**src/rtl/led_pattern_ctrl_pkg.sv**
```systemverilog
// Shared definitions for the LED pattern controller: mode encodings and
// the LED pattern each mode starts from (LEDs are active-low).
package led_pattern_ctrl_pkg;

    typedef enum logic [1:0] {
        ROT_L  = 2'd0,
        ROT_R  = 2'd1,
        BOUNCE = 2'd2,
        BLINK  = 2'd3
    } mode_t;

    localparam logic [3:0] LED_INIT_ROT_L  = 4'b0111;
    localparam logic [3:0] LED_INIT_ROT_R  = 4'b0111;
    localparam logic [3:0] LED_INIT_BOUNCE = 4'b1110;
    localparam logic [3:0] LED_INIT_BLINK  = 4'b0000;

    // Bounce end points: the lit LED sits at the MSB or the LSB.
    localparam logic [3:0] BOUNCE_MSB_END  = 4'b0111;
    localparam logic [3:0] BOUNCE_LSB_END  = 4'b1110;

    function automatic logic [3:0] init_led(input mode_t m);
        logic [3:0] pattern;
        case (m)
            ROT_L:   pattern = LED_INIT_ROT_L;
            ROT_R:   pattern = LED_INIT_ROT_R;
            BOUNCE:  pattern = LED_INIT_BOUNCE;
            default: pattern = LED_INIT_BLINK;
        endcase
        return pattern;
    endfunction

endpackage

```
**src/rtl/led_pattern_ctrl_key_debounce.sv**
```systemverilog
// Pushbutton conditioner: 2-flop synchronizer, level debouncer, and a
// one-cycle pulse when a press (accepted 1->0 transition) is recognised.
module key_debounce #(
    parameter logic [31:0] DEB_MAX = 32'd1_000_000
) (
    input  logic clk,
    input  logic n_reset,
    input  logic key_n,
    output logic press
);

    logic        sync1_reg;
    logic        sync2_reg;
    logic        level_reg;
    logic        press_reg;
    logic [31:0] cnt_reg;
    logic        accept;

    // The new level has now been seen for DEB_MAX consecutive cycles.
    assign accept = (sync2_reg != level_reg) && (cnt_reg == DEB_MAX - 32'd1);

    always_ff @(posedge clk or negedge n_reset) begin
        if (!n_reset) begin
            sync1_reg <= 1'b1;
            sync2_reg <= 1'b1;
            level_reg <= 1'b1;
            press_reg <= 1'b0;
            cnt_reg   <= '0;
        end else begin
            sync1_reg <= key_n;
            sync2_reg <= sync1_reg;
            press_reg <= accept && !sync2_reg;
            if (sync2_reg == level_reg) begin
                cnt_reg <= '0;
            end else if (accept) begin
                cnt_reg   <= '0;
                level_reg <= sync2_reg;
            end else begin
                cnt_reg <= cnt_reg + 32'd1;
            end
        end
    end

    assign press = press_reg;

endmodule

```
**src/rtl/led_pattern_ctrl.sv**
```systemverilog
// Four-LED pattern generator with mode and speed pushbuttons; the step
// period is CNT_MAX << speed clock cycles.
module led_pattern_ctrl
    import led_pattern_ctrl_pkg::*;
#(
    parameter logic [31:0] CNT_MAX = 32'd500_000,
    parameter logic [31:0] DEB_MAX = 32'd1_000_000
) (
    input  logic       clk,
    input  logic       n_reset,
    input  logic       key_mode,
    input  logic       key_speed,
    output logic [3:0] led,
    output logic [1:0] mode
);

    logic [1:0]  keys_n;
    logic [1:0]  press;

    assign keys_n = {key_speed, key_mode};

    genvar gi;
    generate
        for (gi = 0; gi < 2; gi++) begin : g_key
            key_debounce #(
                .DEB_MAX (DEB_MAX)
            ) u_debounce (
                .clk     (clk),
                .n_reset (n_reset),
                .key_n   (keys_n[gi]),
                .press   (press[gi])
            );
        end
    endgenerate

    mode_t       mode_reg, mode_next;
    logic [1:0]  speed_reg, speed_next;
    logic [31:0] timer_reg, timer_next;
    logic [3:0]  led_reg, led_next;
    logic        dir_reg, dir_next;
    logic [32:0] period_wide;
    logic [31:0] period_last;
    logic        press_mode, press_speed, step, bounce_dir;

    assign press_mode  = press[0];
    assign press_speed = press[1];

    // 33-bit shift: CNT_MAX = 2^29 at speed 3 gives exactly 2^32.
    assign period_wide = {1'b0, CNT_MAX} << speed_reg;
    assign period_last = 32'(period_wide - 33'd1);
    assign step        = (timer_reg == period_last);

    // Direction reverses at either end in the same step as the move.
    assign bounce_dir = (led_reg == BOUNCE_MSB_END) ? 1'b1 :
                        (led_reg == BOUNCE_LSB_END) ? 1'b0 : dir_reg;

    always_comb begin
        mode_next  = mode_reg;
        speed_next = speed_reg;
        led_next   = led_reg;
        dir_next   = dir_reg;
        timer_next = timer_reg + 32'd1;
        if (press_mode || press_speed) begin
            timer_next = '0;
            if (press_mode) begin
                mode_next = mode_t'(mode_reg + 2'd1);
                led_next  = init_led(mode_next);
                dir_next  = 1'b0;
            end
            if (press_speed) begin
                speed_next = speed_reg + 2'd1;
            end
        end else if (step) begin
            timer_next = '0;
            case (mode_reg)
                ROT_L:   led_next = {led_reg[2:0], led_reg[3]};
                ROT_R:   led_next = {led_reg[0], led_reg[3:1]};
                BOUNCE: begin
                    dir_next = bounce_dir;
                    led_next = bounce_dir ? {1'b1, led_reg[3:1]} : {led_reg[2:0], 1'b1};
                end
                default: led_next = ~led_reg;
            endcase
        end
    end

    always_ff @(posedge clk or negedge n_reset) begin
        if (!n_reset) begin
            mode_reg  <= ROT_L;
            speed_reg <= 2'd0;
            timer_reg <= '0;
            led_reg   <= LED_INIT_ROT_L;
            dir_reg   <= 1'b0;
        end else begin
            mode_reg  <= mode_next;
            speed_reg <= speed_next;
            timer_reg <= timer_next;
            led_reg   <= led_next;
            dir_reg   <= dir_next;
        end
    end

    assign led  = led_reg;
    assign mode = mode_reg;

endmodule
```
**config.mk**
```make
export PLATFORM = sky130hd
export DESIGN_NAME = led_pattern_ctrl
export DESIGN_NICKNAME = d
export VERILOG_FILES = /design/src/rtl/led_pattern_ctrl_pkg.sv /design/src/rtl/led_pattern_ctrl_key_debounce.sv /design/src/rtl/led_pattern_ctrl.sv
export SDC_FILE = /design/constraint.sdc
export NUM_CORES = 1
export LEC_CHECK = 0
export ABC_AREA = 0
export CORE_UTILIZATION = 40
export DETAILED_ROUTE_END_ITERATION = 7
export PLACE_DENSITY = 0.54
export SETUP_SLACK_MARGIN = 0.5
export SLEW_MARGIN = 40
export SYNTH_ARGS = -nofsm -noshare
export SYNTH_HDL_FRONTEND = slang
export SYNTH_HIERARCHICAL = 1
export SYNTH_SLANG_ARGS = --single-unit
```
**constraint.sdc**
```tcl
create_clock -name clk -period 4 [get_ports clk]
set_input_delay 1 -clock clk [delete_from_list [all_inputs] [get_ports clk]]
set_output_delay 1 -clock clk [all_outputs]
set_load 0.03 [all_outputs]
```
**Word level (Yosys, flattened, before mapping)**

Index checks and enable logic that the tools add are counted.

- Register bits after elaboration: 113
- Bits of input ports: 4
- Output and inout bits: 6
- Logic and storage cells: 75

- $add $sub $neg: 6
- Equality and inequality tests: 14
- Shift operators: 1
- Mux-type cells: 18
- Bitwise logic cells: 3
- Reductions and logical operators: 18

Operator list:

| cell | count |
|---|---|
| $mux 32 | 6 |
| $add 32x1->32 const B | 3 |
| $eq 32x20->1 const B | 2 |
| $eq 32x32->1 | 1 |
| $shl 19x2->32 const A | 1 |
| $sub 32x1->32 const B | 1 |
| $mux 4 | 4 |
| $pmux 4 s3 | 1 |
| $reduce_and 2->1 | 5 |
| $pmux 4 s2 | 1 |
| $mux 1 | 6 |
| $add 2x1->2 const B | 2 |
| $eq 2x1->1 const B | 2 |
| $eq 2x2->1 const B | 2 |
| $eq 4x3->1 const B | 1 |
| $eq 4x4->1 const B | 1 |
| $logic_and 1x1->1 | 4 |
| $logic_not 2->1 | 2 |
| $not 4->4 | 1 |
| $reduce_bool 2->1 | 2 |
| $reduce_and 3->1 | 1 |
| $eq 1x1->1 | 2 |
| $logic_not 1->1 | 2 |
| $ne 1x1->1 | 2 |
| other kinds (4) | 5 |

**Logic depth before layout (Yosys ltp)**

- Depth after elaboration: 7
- Gate-level depth with buffers: 10
- Depth with buffers taken out: 9

**Hierarchy**

Netlist, hierarchy kept.

By module, submodules not included:

| module | instances | cells each | area an instance (um2) | sequential area each (um2) |
|---|---|---|---|---|
| key_debounce | 2 | 177 | 1,771.7 | 904.6 |
| led_pattern_ctrl | 1 | 271 | 2,641.3 | 1,029.7 |

**Worst setup path after synthesis**

No wires, ideal clock.

- Path kind: register -> register
- Start: reg speed_reg[0]
- End: reg timer_reg[10]
- Library setup time: 0.119 ns
- Arrival time: 2.093 ns
- Required time: 3.881 ns
- Slack: 1.788 ns
- Cell stages (with the launch flop): 9
- Path buffers: 1
- Clock period less this slack: 2.212 ns
- Path through: dfrtp_1 -> inv_1 -> ha_1 -> and2b_1 -> or3_4 -> a211oi_4 -> a211o_4 -> buf_6 -> nor2_1

- Cells in the longest elaborated chain, start to end: 5

RTL lines:

| item | line | RTL |
|---|---|---|
| start, declared | led_pattern_ctrl.sv:37 | `logic [1:0] speed_reg, speed_next;` |
| start signal, assigned | led_pattern_ctrl.sv:96 | `speed_reg <= speed_next;` |
| $shl 19x2->32 | led_pattern_ctrl.sv:49 | `assign period_wide = {1'b0, CNT_MAX} << speed_reg;` |
| $sub 32x1->32 | led_pattern_ctrl.sv:50 | `assign period_last = 32'(period_wide - 33'd1);` |
| $eq 32x32->1 | led_pattern_ctrl.sv:51 | `assign step = (timer_reg == period_last);` |
| $mux 32 | led_pattern_ctrl.sv:73 | `end else if (step) begin` |
| $mux 32 | led_pattern_ctrl.sv:63 | `if (press_mode \|\| press_speed) begin` |
| net timer_next[10] | led_pattern_ctrl.sv:38 | `logic [31:0] timer_reg, timer_next;` |
| end signal, assigned | led_pattern_ctrl.sv:97 | `timer_reg <= timer_next;` |
| end, declared | led_pattern_ctrl.sv:38 |  |

The timed path passes the listed nets, and every way through them passes these cells.
A chain may end at the register's enable or synchronous reset.

**Worst setup path after layout**

- Start: reg led_reg[0] (netlist: led[0])
- End: out led[0]

RTL lines:

| item | line | RTL |
|---|---|---|
| start, declared | led_pattern_ctrl.sv:39 | `logic [3:0] led_reg, led_next;` |
| start signal, assigned | led_pattern_ctrl.sv:98 | `led_reg <= led_next;` |
| end, declared | led_pattern_ctrl.sv:13 | `output logic [3:0] led,` |

No word-level cell between the ends.

==> impl_metrics.yaml <==
critical_path:
  required_ns: 3.00
  reg2reg_slack_ns: 1.42
  crit_chain: "clkdlybuf4s50_1"
  crit_buf_inv: 1
  crit_path_end_kind: "primary output"
  max_stage_delay_ns: 0.70
  crit_type: "flip-flop to primary output"
  reg2reg_to: "timer_reg[7]"
  cp_max_fo: 9
  cp.arrival_ns: 1.73
  crit_slowest_cell: "clkdlybuf4s50_1"
  r2r_start: "speed_reg[0]"
  reg2reg_depth: 7
  start_kind: "flip-flop"
  cp_top_family: "buffers and inverters"
synth:
  synth-compound-area-share_pct: 5.60
  yosysSeqAreaShare_pct: 45.9
  ys_ff_latch: 113
  syn_nets: 647
  yosys.area_share.adder_pct: 3.64
  yosysWarnings: 6
  ys.flop_type: "dfrtp_1"
  synth_top_family_by_area: "simple AND/OR/NAND/NOR gates"
  avgSynthCellArea_um2: 9.90
  synthCells: 625
  synth_area_um2: 6180
  synth_xor_area_share_pct: 13.7
  synth_mux_area_share_pct: 0.486
  synthArstFlopShare_pct: 100
  synth-edff-count: 0
  synth.distinct_cells: 61
  synth-simple-area-share_pct: 26.6
floorplanning:
  die_w_um: 126
  die-area_um2: 16000
  rows: 45
  coreArea_um2: 15100
  ios: 10
  start_util_pct: 40.8
  die_h_um: 126
drt:
  via_per_inst: 5.29
  drc: 0
  dr.pass1.iters: 5
  post_drt_wl_per_cell_um: 14.6
  first_iter_violations: 222
  antenna_left: 0
  postRouteWirelength_um: 12200
  vias: 4420
pwr:
  power.total_mw: 2.64
  power.density_nw_per_um2: 380
  ir_drop_v: 0.000279
  p_leak_nw: 3.00
final_layout:
  design_area_um2: 6950
  drive_above_1_share_pct: 11.3
  most-common-layout-cells: "nor2_1 (104), dfrtp_1 (104), xor2_1 (73), nand3_1 (50), nand2_1 (40)"
  nets: 656
  antenna_cells: 0
  largest_reg_flops: 64
  final-instance-count-excl-fill: 835
  syn_to_final_growth_pct: 12.4
hold_path:
  min_path_cells: 0
  min-delay-start: "g_key[0].u_debounce/sync1_reg"
  min_path_type: "flip-flop to flip-flop"
  hold_end: "g_key[0].u_debounce/sync2_reg"
timing:
  rsz0062_at_grt: "no"
  worst_slew_margin_rel_pct: 54.8
  fmax_ghz: 0.366
  holdWs_ns: 0.352
  final-setup-viol-count: 0
  final_hold_viol_count: 0
  min_period_ns: 2.73
  tns_ns: 0
  worst_pin_slew_ns: 0.675
  drv_slew: 0
  period_share_pct: 68.4
  skew_ns: 0.00909
place:
  gp_congestion: 0.839
  io_buffers: 9
  dpl_cell_area_um2: 6390
  hpwl_um: 8050
  dp_cells: 803
flow_run:
  max_cap_viol_count: 0
global_routing:
  antenna_found_initial: 0
  gr-total-overflow: 0
  track_usage_pct: 16.9
  grt_pass1_wl_um: 21400
  grt_pass1_vias: 4395
  grt_max_degree: 60
clock_tree:
  clkSlewWorstSetupHoldPaths_ns: 0.05
  numCtsBuffers: 17
  cts_root_buffer: "clkbuf_16"
  clock-sinks: 113
  cts_resized: 0
  htreeDepth: 4
  clockBufferDepth: 2
  clock_latency_ns: 0.42
  cts_setup_buffers: 0
  postCtsHoldBufs: 0
  cts_tree: "built"
run_status:
  outcome: "finished clean"
power breakdown:
part / switching (mW) / total (mW) / internal (mW)
clock network: 0.503 / 1.43 / 0.925
registers: 0.00716 / 1.16 / 1.15
logic: 0.0375 / 0.0484 / 0.0109
total: 0.548 / 2.64 / 2.09
cell usage after synthesis (2+ instances only):
| master | instances | area (um2) |
|---|---|---|
| or3_2 | 2 | 15.0 |
| and3_2 | 2 | 15.0 |
| ha_1 | 18 | 225 |
| or4b_1 | 2 | 20.0 |
| nor3_1 | 15 | 75.1 |
| and2_1 | 4 | 25.0 |
| a31oi_1 | 3 | 18.8 |
| or4_1 | 2 | 15.0 |
| o311ai_2 | 3 | 48.8 |
| o211ai_1 | 4 | 30.0 |
| nand4_1 | 31 | 194 |
| a211o_2 | 4 | 40.0 |
| nor4b_1 | 2 | 17.5 |
| a221oi_1 | 2 | 17.5 |
| xor2_1 | 73 | 639 |
| inv_1 | 19 | 71.3 |
| a21oi_1 | 4 | 20.0 |
| dfrtp_1 | 104 | 2600 |
| nand3b_1 | 2 | 15.0 |
| buf_6 | 11 | 124 |
| nor2_1 | 104 | 390 |
| o21ai_0 | 5 | 25.0 |
| clkbuf_1 | 7 | 26.3 |
| nor3b_1 | 2 | 15.0 |
| nor2b_1 | 4 | 25.0 |
| xnor2_1 | 24 | 210 |
| dfstp_2 | 9 | 236 |
| nor2_2 | 3 | 18.8 |
| o2111ai_1 | 2 | 17.5 |
| nor4_1 | 11 | 68.8 |
| nor4_2 | 4 | 50.1 |
| nand2_1 | 40 | 150 |
| a21o_2 | 2 | 17.5 |
| and3_1 | 14 | 87.6 |
| mux2_4 | 2 | 30.0 |
| a32o_1 | 2 | 20.0 |
| nand3_1 | 50 | 250 |
| or3b_2 | 2 | 17.5 |
| nor3_2 | 2 | 20.0 |
| and4_1 | 8 | 70.1 |
layer usage:
metal,share of wire (%),routed length (um),GRT usage [%]
met4,1.2,140,6.24
met5,0,0,0
met3,3.3,399,4.68
met2,47,5730,26.5
met1,49,5900,22.3
worst max path at each step:
stage                       startpoint             to  slack (ns)  depth (start not counted)
final                           led[0]         led[0]        1.27                          1
after global routing            led[1]         led[1]        1.21                          1
after CTS                       led[1]         led[1]        1.24                          1
after detailed placement  speed_reg[0]  timer_reg[20]        1.42                          7
after global placement    speed_reg[1]   timer_reg[7]        1.55                          9
after floorplan           speed_reg[0]  timer_reg[10]        1.79                          8
cells by family after synthesis:
logic type	after synthesis
simple gates	315
flops	113
xor+xnor	97
buf+inv	41
compound gates	39
fa+ha+maj	18
mux	2
final cells by class:
cell class | count | area (um2)
fill | 1446 | 8200
timing repair buffer | 12 | 114
tap | 188 | 235
clock buffer | 25 | 465
multi-input combinational | 471 | 3140
clock inverter | 7 | 85.1
sequential | 113 | 2840
inverter | 19 | 71.3
per-stage QoR:
step,utilization [%],setup slack (ns)
after CTS,45.9,1.24
final,45.9,1.27
after detailed placement,42.2,1.42
after global routing,45.9,1.21
after floorplan,-,1.79
after global placement,42.0,1.55
Power figures use the tool's default switching activity.
